<file path="config.mk">
export PLATFORM = sky130hd
export DESIGN_NAME = pc_gen_flat
export DESIGN_NICKNAME = d
export VERILOG_FILES = /design/src/rtl/pc_gen_if.sv /design/src/rtl/pc_gen.sv /design/src/flat_wrapper.sv
export SDC_FILE = /design/constraint.sdc
export NUM_CORES = 1
export LEC_CHECK = 0
export ABC_AREA = 1
export CAP_MARGIN = 25
export CORE_MARGIN = 5
export CORE_UTILIZATION = 50
export DETAILED_ROUTE_END_ITERATION = 8
export HOLD_SLACK_MARGIN = 0.06
export PLACE_DENSITY_LB_ADDON = 0.2
export SLEW_MARGIN = 20
export SYNTH_ARGS = -nofsm -noshare
export SYNTH_HDL_FRONTEND = slang
export SYNTH_SLANG_ARGS = --single-unit
</file>
<file path="constraint.sdc">
create_clock -name clk_pc -period 14.6 [get_ports clk_pc]
set_input_delay 2.92 -clock clk_pc [delete_from_list [all_inputs] [get_ports clk_pc]]
set_output_delay 2.92 -clock clk_pc [all_outputs]
set_load 0.05 [all_outputs]
</file>
<file path="src/rtl/pc_gen_if.sv">
// Fetch-side bundle for pc_gen: redirect requests, RAS controls and the outputs pc_gen drives.
// master drives requests and observes pc; slave is the pc_gen side.
interface pc_gen_if #(
  parameter int XLEN = 32
);
  logic            if_ready;
  logic            stall;
  logic            br_taken;
  logic [XLEN-1:0] br_target;
  logic            jmp_valid;
  logic [XLEN-1:0] jmp_target;
  logic            trap;
  logic            mret;
  logic            ras_push;
  logic [XLEN-1:0] ras_push_addr;
  logic            ras_pop;
  logic [XLEN-1:0] pc;
  logic            pc_valid;
  logic [XLEN-1:0] epc;
  logic            ras_empty;

  modport master (
    output if_ready, stall, br_taken, br_target, jmp_valid, jmp_target,
           trap, mret, ras_push, ras_push_addr, ras_pop,
    input  pc, pc_valid, epc, ras_empty
  );

  modport slave (
    input  if_ready, stall, br_taken, br_target, jmp_valid, jmp_target,
           trap, mret, ras_push, ras_push_addr, ras_pop,
    output pc, pc_valid, epc, ras_empty
  );
endinterface

</file>
<file path="src/rtl/pc_gen.sv">
// Fetch-stage program counter: one-cycle boot hold, then prioritised redirects
// (trap > mret > jump > branch > RAS return), stall/if_ready hold, else sequential increment.
module pc_gen #(
  parameter int              XLEN      = 32,
  parameter logic [XLEN-1:0] RESET_VEC = '0,
  parameter logic [XLEN-1:0] TRAP_VEC  = XLEN'(32'h0000_0100),
  parameter int              INC       = 4,
  parameter int              RAS_DEPTH = 4
) (
  input  logic       clk_pc,
  input  logic       rst_pc,
  pc_gen_if.slave    bus
);

  localparam int PTR_W = $clog2(RAS_DEPTH);
  localparam int CNT_W = PTR_W + 1;

  generate
    if (RAS_DEPTH < 2 || (RAS_DEPTH & (RAS_DEPTH - 1)) != 0) begin : g_bad_depth
      $error("pc_gen: RAS_DEPTH must be a power of two and at least 2");
    end
  endgenerate

  typedef enum logic {
    ST_BOOT,
    ST_RUN
  } state_t;

  typedef enum logic [2:0] {
    SRC_TRAP,
    SRC_MRET,
    SRC_JMP,
    SRC_BR,
    SRC_RAS,
    SRC_HOLD,
    SRC_SEQ
  } src_t;

  state_t          state;
  logic [XLEN-1:0] pc_q;
  logic [XLEN-1:0] epc_q;
  logic            valid_q;
  logic [XLEN-1:0] ras_q [RAS_DEPTH];
  logic [PTR_W-1:0] top_q;
  logic [CNT_W-1:0] cnt_q;

  src_t            src;
  logic [XLEN-1:0] pc_nxt;
  logic            ras_nonempty;
  logic            pop_sel;
  logic [PTR_W-1:0] top_inc;
  logic [PTR_W-1:0] top_dec;

  assign ras_nonempty = (cnt_q != '0);
  assign pop_sel      = (src == SRC_RAS);
  assign top_inc      = top_q + PTR_W'(1);
  assign top_dec      = top_q - PTR_W'(1);

  always_comb begin
    src = SRC_SEQ;
    if (bus.trap)                         src = SRC_TRAP;
    else if (bus.mret)                    src = SRC_MRET;
    else if (bus.jmp_valid)               src = SRC_JMP;
    else if (bus.br_taken)                src = SRC_BR;
    else if (bus.ras_pop && ras_nonempty) src = SRC_RAS;
    else if (bus.stall || !bus.if_ready)  src = SRC_HOLD;
  end

  always_comb begin
    pc_nxt = pc_q + XLEN'(INC);
    case (src)
      SRC_TRAP: pc_nxt = TRAP_VEC;
      SRC_MRET: pc_nxt = epc_q;
      SRC_JMP:  pc_nxt = bus.jmp_target;
      SRC_BR:   pc_nxt = bus.br_target;
      SRC_RAS:  pc_nxt = ras_q[top_q];
      SRC_HOLD: pc_nxt = pc_q;
      default:  pc_nxt = pc_q + XLEN'(INC);
    endcase
  end

  always_ff @(posedge clk_pc or posedge rst_pc) begin
    if (rst_pc) begin
      state   <= ST_BOOT;
      pc_q    <= RESET_VEC;
      epc_q   <= '0;
      valid_q <= 1'b0;
      top_q   <= '0;
      cnt_q   <= '0;
      for (int i = 0; i < RAS_DEPTH; i++) begin
        ras_q[i] <= '0;
      end
    end else begin
      case (state)
        ST_BOOT: begin
          state   <= ST_RUN;
          pc_q    <= RESET_VEC;
          valid_q <= 1'b1;
        end
        ST_RUN: begin
          valid_q <= 1'b1;
          pc_q    <= pc_nxt;
          if (src == SRC_TRAP) begin
            epc_q <= pc_q;
          end
          // A push coinciding with a taken return replaces the entry just consumed.
          if (bus.ras_push && pop_sel) begin
            ras_q[top_q] <= bus.ras_push_addr;
          end else if (bus.ras_push) begin
            ras_q[top_inc] <= bus.ras_push_addr;
            top_q          <= top_inc;
            if (cnt_q != CNT_W'(RAS_DEPTH)) begin
              cnt_q <= cnt_q + CNT_W'(1);
            end
          end else if (pop_sel) begin
            top_q <= top_dec;
            cnt_q <= cnt_q - CNT_W'(1);
          end
        end
        default: begin
          state   <= ST_BOOT;
          pc_q    <= RESET_VEC;
          valid_q <= 1'b0;
        end
      endcase
    end
  end

  assign bus.pc        = pc_q;
  assign bus.pc_valid  = valid_q;
  assign bus.epc       = epc_q;
  assign bus.ras_empty = (cnt_q == '0);

endmodule

</file>
<file path="src/flat_wrapper.sv">
// flat-port wrapper written by rule: the top's interface ports become plain ports
module pc_gen_flat 
#(
  parameter int              XLEN      = 32,
  parameter logic [XLEN-1:0] RESET_VEC = '0,
  parameter logic [XLEN-1:0] TRAP_VEC  = XLEN'(32'h0000_0100),
  parameter int              INC       = 4,
  parameter int              RAS_DEPTH = 4
)
  (clk_pc, rst_pc, bus_if_ready, bus_stall, bus_br_taken, bus_br_target, bus_jmp_valid, bus_jmp_target, bus_trap, bus_mret, bus_ras_push, bus_ras_push_addr, bus_ras_pop, bus_pc, bus_pc_valid, bus_epc, bus_ras_empty);
  pc_gen_if #(.XLEN(XLEN)) bus_i ();
  input  logic clk_pc;
  input  logic rst_pc;
  input wire logic [$bits(bus_i.if_ready)-1:0] bus_if_ready;
  input wire logic [$bits(bus_i.stall)-1:0] bus_stall;
  input wire logic [$bits(bus_i.br_taken)-1:0] bus_br_taken;
  input wire logic [$bits(bus_i.br_target)-1:0] bus_br_target;
  input wire logic [$bits(bus_i.jmp_valid)-1:0] bus_jmp_valid;
  input wire logic [$bits(bus_i.jmp_target)-1:0] bus_jmp_target;
  input wire logic [$bits(bus_i.trap)-1:0] bus_trap;
  input wire logic [$bits(bus_i.mret)-1:0] bus_mret;
  input wire logic [$bits(bus_i.ras_push)-1:0] bus_ras_push;
  input wire logic [$bits(bus_i.ras_push_addr)-1:0] bus_ras_push_addr;
  input wire logic [$bits(bus_i.ras_pop)-1:0] bus_ras_pop;
  output wire logic [$bits(bus_i.pc)-1:0] bus_pc;
  output wire logic [$bits(bus_i.pc_valid)-1:0] bus_pc_valid;
  output wire logic [$bits(bus_i.epc)-1:0] bus_epc;
  output wire logic [$bits(bus_i.ras_empty)-1:0] bus_ras_empty;
  assign bus_i.if_ready = bus_if_ready;
  assign bus_i.stall = bus_stall;
  assign bus_i.br_taken = bus_br_taken;
  assign bus_i.br_target = bus_br_target;
  assign bus_i.jmp_valid = bus_jmp_valid;
  assign bus_i.jmp_target = bus_jmp_target;
  assign bus_i.trap = bus_trap;
  assign bus_i.mret = bus_mret;
  assign bus_i.ras_push = bus_ras_push;
  assign bus_i.ras_push_addr = bus_ras_push_addr;
  assign bus_i.ras_pop = bus_ras_pop;
  assign bus_pc = bus_i.pc;
  assign bus_pc_valid = bus_i.pc_valid;
  assign bus_epc = bus_i.epc;
  assign bus_ras_empty = bus_i.ras_empty;
  pc_gen #(.XLEN(XLEN), .RESET_VEC(RESET_VEC), .TRAP_VEC(TRAP_VEC), .INC(INC), .RAS_DEPTH(RAS_DEPTH)) u_core (.clk_pc(clk_pc), .rst_pc(rst_pc), .bus(bus_i));
endmodule
</file>
# ---- Yosys cells after proc, flatten, opt, wreduce, memory -nomap -nowiden
# Cells that the tools add are included.
dict set report totals {
  register_bits 198
  latchBits 0
  ramBits 0
  mem_bits_ro 0
  elab_cells 69
  memories 0
}
dict set report op_classes {
  add_sub_neg 5
  mul 0
  n_div 0
  order_cmp 4
  eq_ne 8
  shifts 0
  muxes 24
  bitwise_logic 4
  reduce_logical 15
}
# cell count
set op_table {}
lappend op_table {{bitwise mux 128 bit} 2}
lappend op_table {{2-to-1 mux 128 bit} 2}
lappend op_table {{case mux 32 bit (6 select lines)} 1}
lappend op_table {{demux 32 bit (select 2 bit)} 2}
lappend op_table {{2-to-1 mux 32 bit} 4}
lappend op_table {{binary-select mux 32 bit (select 2 bit)} 1}
lappend op_table {{case mux 32 bit (2 select lines)} 1}
lappend op_table {{adder 32 x 3 -> 32 bit (second input constant)} 1}
lappend op_table {{2-to-1 mux 3 bit} 8}
lappend op_table {{== test 3 x 2 -> 1 bit (second input constant)} 2}
lappend op_table {{== test 3 bit (second input constant)} 2}
lappend op_table {{greater-or-equal comparator 3 bit (second input constant)} 2}
lappend op_table {{logical NOT 3 bit} 2}
lappend op_table {{less-than comparator 3 x 1 -> 1 bit (second input constant)} 2}
lappend op_table {{2-to-1 mux 2 bit} 3}
lappend op_table {{inverter 2 -> 3 bit} 2}
lappend op_table {{logical AND 1 bit} 4}
lappend op_table {{AND reduction 2 bit} 2}
lappend op_table {{AND reduction 4 bit} 1}
lappend op_table {{nonzero test 2 bit} 2}
lappend op_table {{adder 3 x 1 -> 3 bit (second input constant)} 1}
lappend op_table {{== test 3 x 1 -> 1 bit (second input constant)} 1}
lappend op_table {{inequality test 3 bit (second input constant)} 1}
lappend op_table {{AND reduction 3 bit} 1}
lappend op_table {{9 further kinds} 10}

# ---- Logic depth before layout (Yosys ltp)
dict set report depth {
  word_depth 12
  ltp_mapped 20
  mapped_depth_nobuf 17
}

# ---- Least setup slack after synthesis
# No wires, ideal clock.
dict set report synth_timing {
  path_kind {input port to flip-flop}
  startpoint {input port bus_br_taken}
  endpoint {register u_core.ras_q[125] (netlist name)}
  setup_time_ns 0.133
  arrival_time_ns 4.908
  required_ns 14.467
  setup_slack_ns 9.559
  stages 12
  path_cell_list {nor2_1 -> inv_2 -> o21ai_4 -> nand2_2 -> nor2_4 -> buf_4 -> ha_1 -> buf_2 -> inv_1 -> o21ai_1 -> clkbuf_1 -> o21ai_0}
}
dict set report synth_via {
  elab_chain_cells 8
}
# element line
set synth_rtl {}
lappend synth_rtl {{start, declared} flat_wrapper.sv:16} ;# input wire logic [$bits(bus_i.br_taken)-1:0] bus_br_taken;
lappend synth_rtl {{2-to-1 mux 3 bit *} pc_gen.sv:64} ;# else if (bus.br_taken) src = SRC_BR;
lappend synth_rtl {{2-to-1 mux 3 bit *} pc_gen.sv:63} ;# else if (bus.jmp_valid) src = SRC_JMP;
lappend synth_rtl {{2-to-1 mux 3 bit *} pc_gen.sv:62} ;# else if (bus.mret) src = SRC_MRET;
lappend synth_rtl {{2-to-1 mux 3 bit *} pc_gen.sv:61} ;# if (bus.trap) src = SRC_TRAP;
lappend synth_rtl {{== test 3 bit *} pc_gen.sv:55} ;# assign pop_sel = (src == SRC_RAS);
lappend synth_rtl {{logical AND 1 bit *} pc_gen.sv:107} ;# if (bus.ras_push && pop_sel) begin
lappend synth_rtl {{nonzero test 2 bit (no source line)} --}
lappend synth_rtl {{AND reduction 2 bit (no source line)} --}
lappend synth_rtl {{end signal, assigned by index} pc_gen.sv:108} ;# ras_q[top_q] <= bus.ras_push_addr;
lappend synth_rtl {{end signal, assigned by index} pc_gen.sv:110} ;# ras_q[top_inc] <= bus.ras_push_addr;
lappend synth_rtl {{end, declared} pc_gen.sv:43} ;# logic [XLEN-1:0] ras_q [RAS_DEPTH];
# Every way passes the cells marked *; elsewhere a longest branch is shown, timed or not.
# A chain may end at the register's enable or synchronous reset.

# ---- Worst setup path after layout
dict set report layout_timing {
  startpoint {input port bus_ras_pop}
  endpoint {register u_core.ras_q[42] (netlist name)}
}
dict set report layout_via {
  elab_chain_cells 10
}
# element line
set layout_rtl {}
lappend layout_rtl {{start, declared} flat_wrapper.sv:24} ;# input wire logic [$bits(bus_i.ras_pop)-1:0] bus_ras_pop;
lappend layout_rtl {{logical AND 1 bit *} pc_gen.sv:65} ;# else if (bus.ras_pop && ras_nonempty) src = SRC_RAS;
lappend layout_rtl {{2-to-1 mux 3 bit *} pc_gen.sv:65}
lappend layout_rtl {{2-to-1 mux 3 bit *} pc_gen.sv:64}
lappend layout_rtl {{2-to-1 mux 3 bit *} pc_gen.sv:63}
lappend layout_rtl {{2-to-1 mux 3 bit *} pc_gen.sv:62}
lappend layout_rtl {{2-to-1 mux 3 bit *} pc_gen.sv:61}
lappend layout_rtl {{== test 3 bit *} pc_gen.sv:55}
lappend layout_rtl {{logical AND 1 bit *} pc_gen.sv:107}
lappend layout_rtl {{nonzero test 2 bit (no source line)} --}
lappend layout_rtl {{AND reduction 2 bit (no source line)} --}
# Marks and branches as above.

==> summary.txt <==
Run status
  – Status: completed

Hold path
  – HP Start: u_core.ras_q[52]
  – Hold Crit Endpoint: u_core.ras_q[52]
  – Hold depth: 2
  – Worst min path class: flop to flop

GRT
  – GR Util met3: 4.83%
  – GRT Total Usage: 24.7%
  – First-pass GRT wire length: ~48,000 microns
  – Vias in the first global route: 9,106
  – Pin count of the biggest net entering global routing: roughly 120
  – Met2 Resource Use GR: 38.0%
  – Gr busiest metal: met2
  – GR Util met1: about 36%
  – Initial antenna violation count: 0
  – GRT Residual Overflow: 0

STA
  – Min Tclk post-route: 6.32 ns
  – Final setup fails: 0
  – Slew @ Worst Pin: ~0.83 ns
  – Tcrit/Tclk final: 43.3%
  – RSZ-0062 raised after global routing: false
  – Slew headroom: 44.7%
  – Pins Over Slew Limit: 0
  – Fmax: 0.158 GHz
  – Setup TNS: 0 ns
  – Final Skew: 0.0148 ns
  – Endpoints failing hold: 0

Clock network
  – Setup bufs post-CTS: 0
  – Clock sinks: 198
  – CTS clk-pin slew, worst paths: 0.07 ns
  – Clock buffer depth: 2
  – Clk Latency, worst-skew pair: 0.44 ns
  – Num CTS Buffers: 17
  – Root buf cell: clkbuf_16
  – CTS tree: done
  – H-tree Lvls: 4
  – # hold bufs at CTS: 0
  – CTS-repair resized insts: 0

Placed design
  – DP HPWL: a little under 20,000 microns
  – IO buf count: about 170
  – Routability cong.: 0.944

Setup path
  – R2R cell count: 17
  – Crit Path Class: input port to flop
  – WP buf/inv: 3
  – Family with the most delay on the worst path: simple AND/OR/NAND/NOR gates
  – Worst reg2reg startpoint: u_core.cnt_q[0]
  – Most used cell, CP: nand2_1
  – Critical Path RT: 14.88 ns
  – CP cell instances: clkdlybuf4s50_1, nand2_1, nand2_1, nand2_1, nand2_2, nand2_4, nand2_4, nand2_2, nor2_4, ha_1, inv_1, nor2_1, nor2_1, o21ai_4, buf_4, o21ai_0
  – Worst path slowest cell: nand2_2
  – CP startpoint kind: input port
  – Top fanout value on the critical path: 64
  – CP peak stage delay: 0.50 ns
  – CP arrival: ~6.6 ns
  – FF-to-FF setup slack: 10.65 ns
  – Critical R2R Capture: u_core.ras_q[42]
  – CP Capture Type: flop

Pwr
  – Internal: 1.29 mW
  – Seq pwr share: 41.1%
  – Leak Pwr: about 6 nW
  – Switching Fraction: 37.0%
  – P per Cell Area: ~160 nW/um^2
  – NetSw: between 700 and 800 uW
  – Clock Power Share: 26.0%
  – Design Power: 2.05 mW
  – Maximum VDD drop: 0.107 mV
  – Gate power share: 33.0%

Floorplanning
  – Die Outline Area: between 20,000 and 25,000 sq um
  – Rows: between 50 and 60
  – Die Ht: 154 microns
  – Core area: between 20,000 and 25,000 sq um
  – Die W: 154 microns
  – Initial Util: about half
  – I/O Pins: 172

Routing
  – Vias: around 9,600
  – Vias per inst: 5.38
  – Routed Antenna Nets: 0
  – 1st-pass router iterations: 5
  – DRC: 0
  – Initial DRC Count: 841
  – WL/cell: about 17 microns
  – DRT Wirelength: between 20,000 and 30,000 microns

Layout
  – Ratio of cells with drive above 1 in the final layout: slightly below 6%
  – Most frequent cells in the layout: nand2_1, o21ai_0, dfrtp_1
  – Nets: 1,612
  – Register area: 4950 sq um
  – Number of fill cells: 1,821
  – Fin util: between 60% and 70%
  – # diodes: 0
  – Area of the multi-input gates: 4790 sq um
  – Synth-to-Final Area Change: 24.4%
  – Most common cell after layout, fill and taps aside: nand2_1

Synthesis
  – Register area share after synthesis: 47.7%
  – Mapped cell area: 10,400 sq um
  – Syn Nets: 1,486
  – Synth Warn #: 0
  – Synthesized flop and latch total: 198
  – Cells after Synth: 1,370
  – Yosys cell types: 34
  – Syn avg cell area: between 7 and 8 sq um

Job
  – Total of max-cap violations: 0
[registers in the layout (all words and copies together) (netlist names)]
register,cells
u_core.bus.epc,32
u_core.ras_q,128
u_core.cnt_q,3
u_core.bus.pc,32
u_core.state,1
u_core.top_q,2
[final cells by class]
class	instances	area share [%]
clock inverter	11	1.59
clock buffer	21	3.56
timing repair buffer	184	14.1
multi-input combinational	1003	37.1
sequential	198	38.3
inverter	92	2.73
tap	270	2.61
[logic make-up (layout without fill, tap and decap cells)]
kind of cell             count (synthesis)  count (layout)  synth area share [%]
AO/OA/AOI/OAI                          295             295                  15.2
XOR/XNOR                                27              27                  2.28
adder cells (fa/ha/maj)                 10              10                  1.28
buffers and inverters                  169             308                  6.65
flip-flops                             198             198                  47.7
multiplexers                             8               8                 0.867
other                                    1               1                0.0361
AND/OR/NAND/NOR                        662             662                  26.0
[how the worst max path moves through the flow]
stage,from,endpoint,cells past startpoint
3_5_place_dp,bus_ras_pop,u_core.ras_q[39],16
3_3_place_gp,bus_ras_pop,u_core.ras_q[59],16
5_1_grt,bus_if_ready,u_core.ras_q[54],16
6_report,bus_ras_pop,u_core.ras_q[42],16
4_1_cts,bus_ras_pop,u_core.ras_q[42],16
2_1_floorplan,rst_pc,u_core.bus.epc[0],1
[stage by stage]
step	instance area [sq um]	setup WS (ns)	hold WS (ns)	instances
after floorplan	10400	6.28	0.448	1370
after global placement	12200	8.05	0.460	1746
after detailed placement	12200	7.87	0.468	1746
after CTS	12900	8.29	0.485	1778
after global routing	12900	7.89	0.501	1779
final	12900	8.28	0.481	1779
[layer usage]
| layer | wire length [microns] | vias to the layer above | part of all wire [%] |
|---|---|---|---|
| li1 | - | 4688 | - |
| met1 | 13500 | 4515 | 45 |
| met2 | 13400 | 324 | 45 |
| met3 | 2110 | 46 | 7.1 |
| met4 | 614 | 0 | 2.1 |
| met5 | 0 | - | 0 |
[power by group through the flow]
stage          Sequential [mW]  Combinational, mW  Clock [mW]
2_1_floorplan            0.870              0.419           0
3_3_place_gp             0.843              0.654           0
3_5_place_dp             0.847              0.674           0
4_1_cts                  0.839              0.679       0.538
5_1_grt                  0.865              0.762       0.561
6_report                 0.842              0.676       0.533
[worst min-delay path: cells and delay by family, from the launching register on]
kind | cells | cell delay [ns]
AND/OR/NAND/NOR | 1 | 0.05
AO/OA/AOI/OAI | 1 | 0.05
flip-flops | 1 | 0.34
[synth_stat cells, drive strengths merged]
master / n / share of area [%]
a21oi: 37 / 2.3
and2: 1 / 0.060
buf: 19 / 1.2
clkbuf: 58 / 2.1
conb: 1 / 0.036
dfrtp: 198 / 48
fa: 1 / 0.19
ha: 9 / 1.1
inv: 92 / 3.3
mux2: 8 / 0.87
nand2: 433 / 16
nand3: 81 / 3.9
nand4: 5 / 0.45
nor2: 122 / 4.7
nor3: 18 / 0.87
nor3b: 1 / 0.072
nor4: 1 / 0.060
o21ai: 226 / 11
o22ai: 32 / 1.9
xnor2: 3 / 0.25
xor2: 24 / 2.0
No activity file was read; power rests on OpenSTA's default activity.
